==> config.mk <==
export PLATFORM = sky130hd
export DESIGN_NAME = seg_scan_ctrl_flat
export DESIGN_NICKNAME = d
export VERILOG_FILES = /design/src/rtl/seg_scan_ctrl_if.sv /design/src/rtl/seg_scan_ctrl.sv /design/src/flat_wrapper.sv
export SDC_FILE = /design/constraint.sdc
export NUM_CORES = 1
export LEC_CHECK = 0
export ABC_AREA = 1
export CAP_MARGIN = 40
export CELL_PAD_IN_SITES_DETAIL_PLACEMENT = 1
export CELL_PAD_IN_SITES_GLOBAL_PLACEMENT = 1
export CORE_UTILIZATION = 42
export CTS_CLUSTER_SIZE = 40
export DETAILED_ROUTE_END_ITERATION = 10
export PLACE_DENSITY = 0.81
export SYNTH_ARGS = -nofsm -noshare
export SYNTH_HDL_FRONTEND = slang
export SYNTH_SLANG_ARGS = --single-unit
==> constraint.sdc <==
create_clock -name clk -period 3.7 [get_ports clk]
set_input_delay 0.74 -clock clk [delete_from_list [all_inputs] [get_ports clk]]
set_output_delay 0.74 -clock clk [all_outputs]
set_load 0.02 [all_outputs]
==> src/rtl/seg_scan_ctrl_if.sv <==
// Display-value load handshake between a host and seg_scan_ctrl.
// A value transfers on a cycle where load_valid and load_ready are both high.
interface seg_scan_ctrl_if;
    logic        load_valid;
    logic [15:0] load_data;
    logic        load_ready;

    modport master (
        output load_valid,
        output load_data,
        input  load_ready
    );

    modport slave (
        input  load_valid,
        input  load_data,
        output load_ready
    );
endinterface

==> src/rtl/seg_scan_ctrl.sv <==
// Four-digit multiplexed BCD display scanner driving a shared hc4511 decoder.
// Every output is registered and computed from the next-state values, so outputs line up with the state register.
module seg_scan_ctrl #(
    parameter int SCAN_DIV  = 8,
    parameter int BLANK_CYC = 2,
    parameter int LT_CYC    = 16
) (
    input  logic                 clk,
    input  logic                 rst_n,
    seg_scan_ctrl_if.slave       ld,
    input  logic                 lzb,
    input  logic                 lt_req,
    output logic [3:0]           A,
    output logic                 LE,
    output logic                 BI_N,
    output logic                 LT_N,
    output logic [3:0]           dig_en,
    output logic                 frame_done,
    output logic                 bcd_err
);

    typedef enum logic [2:0] {
        ST_RST   = 3'd0,
        ST_LT    = 3'd1,
        ST_BLANK = 3'd2,
        ST_LATCH = 3'd3,
        ST_SHOW  = 3'd4
    } state_t;

    localparam logic [7:0] LT_LAST    = 8'(LT_CYC - 1);
    localparam logic [7:0] BLANK_LAST = 8'(BLANK_CYC - 1);
    localparam logic [7:0] SHOW_LAST  = 8'(SCAN_DIV - 1);

    state_t      state_r, state_nx_s;
    logic [1:0]  d_r, d_nx_s;
    logic [7:0]  cnt_r, cnt_nx_s;
    logic [15:0] cur_r, cur_nx_s;
    logic [15:0] pend_r, pend_nx_s;
    logic        ready_r, ready_nx_s;
    logic        lt_pend_r, lt_pend_nx_s;
    logic        accept_s, boundary_s;

    logic [3:0]  a_r, a_nx_s;
    logic        le_r, le_nx_s;
    logic        bi_n_r, bi_n_nx_s;
    logic        lt_n_r, lt_n_nx_s;
    logic [3:0]  dig_r, dig_nx_s;
    logic        fd_r, fd_nx_s;
    logic        err_r, err_nx_s;

    function automatic logic [3:0] nibble(input logic [15:0] v, input logic [1:0] d);
        logic [3:0] n;
        case (d)
            2'd0:    n = v[3:0];
            2'd1:    n = v[7:4];
            2'd2:    n = v[11:8];
            2'd3:    n = v[15:12];
            default: n = 4'd0;
        endcase
        return n;
    endfunction

    // True when digit d and every more significant digit are zero; digit 0 is never suppressed.
    function automatic logic lead_zero(input logic [15:0] v, input logic [1:0] d);
        logic z;
        case (d)
            2'd1:    z = (v[15:4] == 12'd0);
            2'd2:    z = (v[15:8] == 8'd0);
            2'd3:    z = (v[15:12] == 4'd0);
            default: z = 1'b0;
        endcase
        return z;
    endfunction

    assign accept_s   = ld.load_valid && ready_r;
    assign boundary_s = ((state_r == ST_LT) && (cnt_r == LT_LAST)) ||
                        ((state_r == ST_SHOW) && (d_r == 2'd3) && (cnt_r == SHOW_LAST));
    assign ld.load_ready = ready_r;

    // Scan sequencing: next state, digit index and in-state cycle counter.
    always_comb begin
        state_nx_s = state_r;
        d_nx_s     = d_r;
        cnt_nx_s   = cnt_r + 8'd1;
        case (state_r)
            ST_RST: begin
                state_nx_s = ST_LT;
                d_nx_s     = 2'd0;
                cnt_nx_s   = 8'd0;
            end
            ST_LT: begin
                if (cnt_r == LT_LAST) begin
                    state_nx_s = ST_BLANK;
                    d_nx_s     = 2'd0;
                    cnt_nx_s   = 8'd0;
                end else begin
                    state_nx_s = ST_LT;
                end
            end
            ST_BLANK: begin
                if (cnt_r == BLANK_LAST) begin
                    state_nx_s = ST_LATCH;
                    cnt_nx_s   = 8'd0;
                end else begin
                    state_nx_s = ST_BLANK;
                end
            end
            ST_LATCH: begin
                state_nx_s = ST_SHOW;
                cnt_nx_s   = 8'd0;
            end
            ST_SHOW: begin
                if (cnt_r == SHOW_LAST) begin
                    cnt_nx_s = 8'd0;
                    if (d_r == 2'd3) begin
                        state_nx_s = lt_pend_r ? ST_LT : ST_BLANK;
                        d_nx_s     = 2'd0;
                    end else begin
                        state_nx_s = ST_BLANK;
                        d_nx_s     = d_r + 2'd1;
                    end
                end else begin
                    state_nx_s = ST_SHOW;
                end
            end
            default: begin
                state_nx_s = ST_LT;
                d_nx_s     = 2'd0;
                cnt_nx_s   = 8'd0;
            end
        endcase
    end

    // Shadow register handshake; a load taken on a boundary cycle waits for the next boundary.
    always_comb begin
        cur_nx_s   = cur_r;
        pend_nx_s  = pend_r;
        ready_nx_s = ready_r;
        if (accept_s) begin
            pend_nx_s  = ld.load_data;
            ready_nx_s = 1'b0;
        end else if (boundary_s && !ready_r) begin
            cur_nx_s   = pend_r;
            ready_nx_s = 1'b1;
        end else begin
            cur_nx_s   = cur_r;
        end
    end

    // Lamp-test request latch, cleared on entry and deaf while lamp test runs.
    always_comb begin
        lt_pend_nx_s = lt_pend_r;
        if (state_nx_s == ST_LT) begin
            lt_pend_nx_s = 1'b0;
        end else if (lt_req && (state_r != ST_LT) && (state_r != ST_RST)) begin
            lt_pend_nx_s = 1'b1;
        end else begin
            lt_pend_nx_s = lt_pend_r;
        end
    end

    // Decoder and digit drive for the state being entered.
    always_comb begin
        a_nx_s    = 4'd0;
        le_nx_s   = 1'b1;
        bi_n_nx_s = 1'b0;
        lt_n_nx_s = 1'b1;
        dig_nx_s  = 4'b0000;
        fd_nx_s   = 1'b0;
        err_nx_s  = 1'b0;
        case (state_nx_s)
            ST_LT: begin
                bi_n_nx_s = 1'b1;
                lt_n_nx_s = 1'b0;
                dig_nx_s  = 4'b1111;
            end
            ST_BLANK: begin
                a_nx_s = nibble(cur_nx_s, d_nx_s);
            end
            ST_LATCH: begin
                a_nx_s   = nibble(cur_nx_s, d_nx_s);
                le_nx_s  = 1'b0;
                err_nx_s = (nibble(cur_nx_s, d_nx_s) > 4'd9);
            end
            ST_SHOW: begin
                a_nx_s    = nibble(cur_nx_s, d_nx_s);
                bi_n_nx_s = !(lzb && lead_zero(cur_nx_s, d_nx_s));
                dig_nx_s  = 4'b0001 << d_nx_s;
                fd_nx_s   = (d_nx_s == 2'd3) && (cnt_nx_s == SHOW_LAST);
            end
            default: begin
                a_nx_s = 4'd0;
            end
        endcase
    end

    // State and output registers with synchronous active-low reset.
    always_ff @(posedge clk) begin
        if (!rst_n) begin
            state_r   <= ST_RST;
            d_r       <= 2'd0;
            cnt_r     <= 8'd0;
            cur_r     <= 16'd0;
            pend_r    <= 16'd0;
            ready_r   <= 1'b1;
            lt_pend_r <= 1'b0;
            a_r       <= 4'd0;
            le_r      <= 1'b1;
            bi_n_r    <= 1'b0;
            lt_n_r    <= 1'b1;
            dig_r     <= 4'b0000;
            fd_r      <= 1'b0;
            err_r     <= 1'b0;
        end else begin
            state_r   <= state_nx_s;
            d_r       <= d_nx_s;
            cnt_r     <= cnt_nx_s;
            cur_r     <= cur_nx_s;
            pend_r    <= pend_nx_s;
            ready_r   <= ready_nx_s;
            lt_pend_r <= lt_pend_nx_s;
            a_r       <= a_nx_s;
            le_r      <= le_nx_s;
            bi_n_r    <= bi_n_nx_s;
            lt_n_r    <= lt_n_nx_s;
            dig_r     <= dig_nx_s;
            fd_r      <= fd_nx_s;
            err_r     <= err_nx_s;
        end
    end

    assign A          = a_r;
    assign LE         = le_r;
    assign BI_N       = bi_n_r;
    assign LT_N       = lt_n_r;
    assign dig_en     = dig_r;
    assign frame_done = fd_r;
    assign bcd_err    = err_r;

endmodule

==> src/flat_wrapper.sv <==
// flat-port wrapper written by rule: the top's interface ports become plain ports
module seg_scan_ctrl_flat 
#(
    parameter int SCAN_DIV  = 8,
    parameter int BLANK_CYC = 2,
    parameter int LT_CYC    = 16
)
  (clk, rst_n, lzb, lt_req, A, LE, BI_N, LT_N, dig_en, frame_done, bcd_err, ld_load_valid, ld_load_data, ld_load_ready);
  seg_scan_ctrl_if ld_i ();
  input  logic clk;
  input  logic rst_n;
  input  logic lzb;
  input  logic lt_req;
  output logic [3:0] A;
  output logic LE;
  output logic BI_N;
  output logic LT_N;
  output logic [3:0] dig_en;
  output logic frame_done;
  output logic bcd_err;
  input wire logic [$bits(ld_i.load_valid)-1:0] ld_load_valid;
  input wire logic [$bits(ld_i.load_data)-1:0] ld_load_data;
  output wire logic [$bits(ld_i.load_ready)-1:0] ld_load_ready;
  assign ld_i.load_valid = ld_load_valid;
  assign ld_i.load_data = ld_load_data;
  assign ld_load_ready = ld_i.load_ready;
  seg_scan_ctrl #(.SCAN_DIV(SCAN_DIV), .BLANK_CYC(BLANK_CYC), .LT_CYC(LT_CYC)) u_core (.clk(clk), .rst_n(rst_n), .ld(ld_i), .lzb(lzb), .lt_req(lt_req), .A(A), .LE(LE), .BI_N(BI_N), .LT_N(LT_N), .dig_en(dig_en), .frame_done(frame_done), .bcd_err(bcd_err));
endmodule
# Word-level counts from Yosys, hierarchy flattened
# Index checks and enable logic that the tools add are counted.
[classes]
muxes = 26
order_cmp = 1
eq_ne = 17
n_shift = 1
n_reduce_logical = 24
bitwise_logic = 1
add_sub_neg = 2
[ops]
columns = ["operator", "n"]
rows = [
  ["$mux W16", 2],
  ["$mux W8", 3],
  ["$pmux W8 S3", 1],
  ["$eq A8 B3 Y1 const B", 2],
  ["$pmux W4 S4", 1],
  ["$eq A3 B2 Y1 const B", 4],
  ["$logic_not A12 Y1", 1],
  ["$pmux W3 S4", 1],
  ["$mux W2", 5],
  ["$logic_and A1 B1 Y1", 9],
  ["$add A8 B1 Y8 const B", 1],
  ["$eq A8 B1 Y1 const B", 1],
  ["$eq A8 B4 Y1 const B", 1],
  ["$logic_not A8 Y1", 1],
  ["$pmux W4 S2", 1],
  ["$eq A2 B2 Y1 const B", 3],
  ["$eq A3 B1 Y1 const B", 2],
  ["$eq A3 B3 Y1 const B", 2],
  ["$mux W1", 6],
  ["$mux W3", 2],
  ["$pmux W2 S3", 1],
  ["$reduce_and A2 Y1", 3],
  ["$gt A4 B4 Y1 const B", 1],
  ["$logic_not A4 Y1", 1],
  ["other kinds (15)", 17],
]
[word_totals]
in_bits = 21
ff_bits = 60
out_inout_bits = 14

# Logic depth before layout (Yosys ltp)
# Gate-level depths: netlist (run 1).
[logic_depth]
ltp_word = 13
depth_mapped = 15
mapped_depth_nobuf = 14

# Worst setup path before layout (run 1)
# No wires, ideal clock.
[synth_path]
path_kind = "reg-to-reg"
start = "reg u_core.cnt_r[0]"
end = "reg u_core.err_r (netlist: u_core.bcd_err)"
setup_ns = 0.117
synth_period_minus_slack_ns = 1.864
required_ns = 3.583
stages_incl_launch_ff = 16
arrival_ns = 1.747
path_slack_ns = 1.836
cell_sequence = "dfxtp_1 ha_1 nand3_2 nor2_4 nand2_4 nand2_4 nand2_4 buf_6 nand2_1 nand2_1 inv_1 nor2_1 nor2_2 nand3_1 nor2_1 nor2_1"
[synth_between]
elab_chain_len = 9
elab_cells_between_ends = 25
classes_between = "order compare (1); eq/ne (7); mux (11); reduce/logical (6)"
[synth_lines]
columns = ["element", "line", "rtl"]
rows = [
  ["start: declaration", "seg_scan_ctrl.sv:36", "logic [7:0] cnt_r, cnt_nx_s;"],
  ["start signal: assignment", "seg_scan_ctrl.sv:217", "cnt_r <= cnt_nx_s;"],
  ["parallel branches: the longest is 9 deep, another holds $gt A4 B4 Y1", "-", ""],
  ["end signal: assignment", "seg_scan_ctrl.sv:228", "err_r <= err_nx_s;"],
  ["end: declaration", "seg_scan_ctrl.sv:49", "logic err_r, err_nx_s;"],
]
# Several ways; the timed one is not identified. The select of a mux whose other input is x is not followed.
# A chain may end at the register's enable or synchronous reset.

# Worst setup path in the final report (run 1)
# Ends and elaborated chain as after synthesis.

==> out/results.tsv, run 1 <==
metric	value	unit
largest area contributor in the netlist	dfxtp_1	
Commonest cells post-synth	85 x nor2_1, 70 x nand2_1, 60 x dfxtp_1	
normalized max-slew margin	52.93	%
Slew Limit Fails	0	
Die X	81.17	um
post-synthesis cell area	2633	sq um
number of instances in the synthesized netlist	366	
final worst path period share	63.74	%
synth top area cells	dfxtp_1 46%, nor2_1 12%, nand2_1 10%	
# port buffers	34	
run status	completed	
top cell type's share of synthesized area	45.63	%
# diodes	0	
Peak VDD IR	0.2718	mV
number of I/O pins	35	
worst hold stages	2	
worst-margin pin slew	703.8	ps
syn avg cell area	7.193	sq um
total track usage	22.12	%
Worst setup EP type	register	
CP startpoint kind	register	
Yosys warning count	0	
Critical Path Fanout Max	21	
TritonCTS Buffers	9	
nets	426	
clk root buf	clkbuf_8	
HP Class	reg2reg	
Final GP Congestion	0.8396	
clk_lat worst skew	330	ps
sw frac	23.29	%
register bit count reported by yosys	60	
area delta synth->final	21.06	%
FF-to-FF End	u_core.bcd_err	
row count	28	
final setup vio count	0	
initial antenna violation count	0	
Vias/cell	4.950	
CP max-delay cell	dfxtp_1	
Clk pin slew, worst setup/hold paths	60	ps
Core Footprint	5991	sq um
Die Footprint	6589	sq um
Cells after DPL	466	
top_reg_cell synth	dfxtp_1	
vias	2381	
Final Critical Period	2358	ps
Hold Path End	u_core.cur_r[2]	
Setup WS post-layout	1342	ps
FF-to-FF Start	u_core.cnt_r[0]	
Worst Reg2Reg Path Length in Cells	12	
post-route ant nets	0	
# DRC	0	
CTS tree	yes	
wire per inst	13.44	um
count leader, synth	nor2_1	
post_cts resized	0	
Sink Count	60	
1st-pass router iterations	4	
final hold slack	471.8	ps
met1 track demand over resource	25.26	%
final total power	0.001289	W
Net Count, Synth	390	
setup tns final	0	ps
Final Hold Fails	0	
net load switching power	0.0003003	W
Non-Filler Instances	481	
GR peak layer	met2	
grt ovf	0	
hold-fix buffers at CTS	0	
crit path cell chain	ha_1, nand3_2, nor2_4, nand2_4, nand2_4, nand2_4, o21ai_2, inv_1, nand2_1, nand3_1, o21ai_0, nor2_1	
H-Tree Depth	3	
Worst Path Arrival	2590	ps
r2r setup slk	1340	ps
Die Y-Extent	81.17	um
Place WS	1033	ps
GR Layer Usage met2	40.08	%
Hold Startpoint	u_core.cur_r[2]	
critical path's most frequent cell	nand2_4	
initial DRC count	56	
CTS max path bufs	2	
P per Cell Area	404.6	nW/um^2
leakage	1.407	nW
Gate power share	7.8	%
Layout Skew	8.105	ps
post-CTS setup buffer count	0	
sequential share of the synthesized area	45.63	%
max incr delay on CP	430	ps
largest net degree at the start of global routing	23	
unrepaired setup endpoints after global routing	false	
dpl hpwl	4933	um
Routed WL	6465	um
WS Path Type	reg2reg	
sequential power share	53.0	%
Fmax	0.4240	GHz
vias in the first global route	2407	
first-pass GRT wire length	10850	um
ys async rst share	0	%
Critical Path RT	3930	ps
Initial Util	43.94	%
synth unique cells	33	
Clk network pwr share	39.2	%
internal power	0.0009890	W
met3 GRT Util	4.382	%
share of cells above drive strength 1	7.143	%
Post-synth EDFFs	0	
reported max-cap violation count	0	
[flip-flops by register name, indices dropped and copies added (netlist names)]
name and flops:
u_core.A 4, u_core.BI_N 1, u_core.LE 1, u_core.LT_N 1, u_core.bcd_err 1, u_core.cnt_r 8
u_core.cur_r 16, u_core.d_r 2, u_core.dig_en 4, u_core.frame_done 1, u_core.ld.load_ready 1, u_core.lt_pend_r 1
u_core.pend_r 16, u_core.state_r 3
[layer usage]
| layer | vias up | wire (um) |
|---|---|---|
| met2 | 34 | 3334 |
| met5 | - | 0 |
| met1 | 1109 | 2875 |
| li1 | 1229 | - |
| met3 | 9 | 144 |
| met4 | 0 | 110 |
[layout make-up]
class,instances,area [sq um]
fillers,782,2804
flip-flops and latches,60,1201
inverters,39,146.4
clock inverters,2,10.01
well taps,75,93.84
repair buffers,35,347.8
clock buffers,13,158.9
multi-input cells,257,1229
[cell usage in the layout, fill, tap and decap left out, drive strengths merged]
cell type,n
nor3,1
clkinv,3
nand2,76
buf,1
mux2i,1
nand4,4
o21ai,32
nand3b,2
inv,38
xor2,5
or2,1
nor3b,1
dfxtp,60
nand3,24
o21a,1
clkbuf,13
nor2,88
ha,3
o211ai,3
clkdlybuf4s50,34
o21bai,1
a21oi,11
nor4,1
xnor2,1
a31oi,1
[power by group through the flow]
| stage | logic, W | registers [W] | clock network (W) |
|---|---|---|---|
| 2_1_floorplan | 0.0000479 | 0.000701 | 0 |
| 3_3_place_gp | 0.0000984 | 0.000696 | 0 |
| 3_5_place_dp | 0.000101 | 0.000697 | 0 |
| 4_1_cts | 0.000103 | 0.000683 | 0.000520 |
| 5_1_grt | 0.000114 | 0.000685 | 0.000550 |
| 6_report | 0.000100 | 0.000683 | 0.000506 |
[worst max-delay path by stage]
stage	from	end	slack, ps	depth (start not counted)
2_1_floorplan	u_core.cnt_r[0]	u_core.bcd_err	1840	15
3_3_place_gp	rst_n	u_core.frame_done	1150	5
3_5_place_dp	rst_n	u_core.A[1]	1030	5
4_1_cts	u_core.cnt_r[0]	u_core.bcd_err	1330	12
5_1_grt	u_core.cnt_r[0]	u_core.BI_N	1110	14
6_report	u_core.cnt_r[0]	u_core.bcd_err	1340	12
[critical path: cells and delay by family, from the launching register on]
| family | cells | cell delay [ps] |
|---|---|---|
| flops | 1 | 430 |
| simple gates | 8 | 1060 |
| compound gates | 2 | 420 |
| buf+inv | 1 | 60 |
| fa+ha+maj | 1 | 270 |
[per-stage QoR]
step	cell area, sq um	util [%]
floorplan	2633	-
global placement	3018	50.38
detailed placement	3018	50.38
CTS	3187	53.20
global route	3187	53.20
finish	3187	53.20
[kinds of logic (layout without fill, tap and decap cells)]
| group | after synthesis | after routing | synth area share (%) |
|---|---|---|---|
| compound gates | 49 | 49 | 10.27 |
| xor+xnor | 6 | 6 | 1.996 |
| fa+ha+maj | 3 | 3 | 1.426 |
| buf+inv | 49 | 89 | 7.699 |
| flops | 60 | 60 | 45.63 |
| mux | 1 | 1 | 0.3802 |
| simple gates | 198 | 198 | 32.60 |
Note: power is estimated with default switching activity, not from simulation.
==> run 2, diff against run 1 <==
- CORE_UTILIZATION: 42 -> 39
- PLACE_DENSITY: 0.81 -> 0.76
- clock period: 3.7 -> 2.3 ns (I/O delays scaled with it)
==> run 2 against run 1 <==
Compared with the run above:
- the flow now finishes with violations (design-rule violations)
- total power grew 62%
- core utilization shrank 2.6 points
- global-route usage is 1.7 points lower
- die area increased by 7.5%
- first-iteration DRC count grew 11%
- sequential share of layout area is 0.67 points lower
- sequential power up 61%
- cell area rose by 1.9%
- non-clock buffer count is 5 higher
- largest power group unchanged
==> out/results.tsv, run 2 (synthesis results as in run 1) <==
metric	value	unit
# DRC	4	
initial DRC count	62	
# port buffers	34	
leakage	1.434	nW
Sink Count	60	
nets	431	
final worst path period share	89.64	%
initial antenna violation count	0	
post-route core utilization	50.57	%
Clk pin slew, worst setup/hold paths	70	ps
Routed WL	6489	um
met3 GRT Util	4.818	%
1st-pass router iterations	7	
Final GP Congestion	0.8490	
Critical Path RT	2540	ps
Slew Limit Fails	0	
final setup vio count	0	
Die Y-Extent	84.16	um
Final Hold Fails	0	
clk root buf	clkbuf_8	
Worst setup EP type	register	
Critical Path Fanout Max	21	
clk_lat worst skew	340	ps
hold-fix buffers at CTS	0	
# fillers	838	
# diodes	0	
Layout Skew	9.472	ps
unrepaired setup endpoints after global routing	false	
Initial Util	40.99	%
total track usage	20.45	%
Final Critical Period	2062	ps
CTS tree	yes	
number of I/O pins	35	
dpl hpwl	4973	um
CP startpoint kind	register	
share of cells above drive strength 1	9.223	%
worst-margin pin slew	451.6	ps
met1 track demand over resource	24.34	%
HP Class	reg2reg	
Core Footprint	6422	sq um
H-Tree Depth	3	
GR peak layer	met2	
Die X	84.16	um
GR Layer Usage met2	35.25	%
post-route ant nets	0	
Worst Path Arrival	2300	ps
vias	2394	
vias in the first global route	2501	
most frequent cells in the layout	85 x nor2_1, 70 x nand2_1, 59 x dfxtp_1, 37 x inv_1, 34 x clkdlybuf4s50_1	
commonest non-fill, non-tap cell in the layout	nor2_1	
CTS max path bufs	2	
wire per inst	13.27	um
setup tns final	0	ps
P per Cell Area	643.7	nW/um^2
Fmax	0.4851	GHz
row count	29	
first-pass GRT wire length	11320	um
normalized max-slew margin	69.71	%
failing checks	design-rule violations	
reported max-cap violation count	0	
grt ovf	0	
run status	complete, but fails checks	
Die Footprint	7083	sq um
WS Path Type	reg2reg	
Vias/cell	4.896	
largest net degree at the start of global routing	22	
Peak VDD IR	0.3445	mV
TritonCTS Buffers	9	
Largest regs	u_core.cur_r (16), u_core.pend_r (16), u_core.cnt_r (8)	
area delta synth->final	23.38	%
final total power	0.002091	W
## run 2: power by group
| group | internal (W) | leakage [nW] | total (W) | switching (W) |
|---|---|---|---|---|
| sequential | 0.00108 | 0.490 | 0.00110 | 0.0000209 |
| combinational | 0.0000767 | 0.855 | 0.000166 | 0.0000896 |
| clock | 0.000412 | 0.0889 | 0.000827 | 0.000415 |
| total | 0.00157 | 1.43 | 0.00209 | 0.000525 |
## run 2: what timing repair did
item / 4_1_cts / 5_1_grt
setup endpoints to repair: 0 / 2
gates resized for setup: 0 / 3
setup buffers: 0 / 1
## run 2: final timing paths
check	slack (ps)	from	cells after the start	end
worst max-delay path	240	u_core.cnt_r[1]	11	u_core.bcd_err
worst min-delay path	460	u_core.cnt_r[0]	1	u_core.cnt_r[0]
worst max register to register	240	u_core.cnt_r[1]	11	u_core.bcd_err
worst min register to register	460	u_core.cnt_r[0]	1	u_core.cnt_r[0]
## run 2: worst max-delay path: stages (launching register included)
cell and delay (ps):
dfxtp_1 360, ha_2 230, nand3_2 130, nor2_4 170, nand2_2 90, nand2_4 90
nand2_4 160, o21ai_0 310, nand3b_1 180, nand3_1 100, nor2_1 100, nor2_1 40
## run 2: layer usage
metal  part of all wire (%)  vias up
met5                      0        -
met3                    2.4        9
li1                       -     1237
met2                     49       29
met1                     47     1119
met4                    1.7        0
## run 2: layout make-up
cell class	count	area (sq um)	area share (%)
Clock inverter	5	27.53	0.8475
Inverter	39	146.4	4.507
Tap cell	77	96.34	2.966
Timing Repair Buffer	40	397.9	12.25
Multi-Input combinational cell	257	1236	38.06
Sequential cell	60	1202	37.02
Clock buffer	11	141.4	4.353
## run 2: per-stage QoR
stage | hold slack [ps] | setup WS, ps | cells | instance area [sq um]
floorplan | 444.9 | 436.0 | 366 | 2633
CTS | 475.1 | 93.62 | 488 | 3219
global placement | 456.5 | 120.1 | 472 | 3050
global route | 479.4 | 60.63 | 489 | 3248
finish | 462.9 | 238.4 | 489 | 3248
detailed placement | 465.2 | 94.79 | 472 | 3050
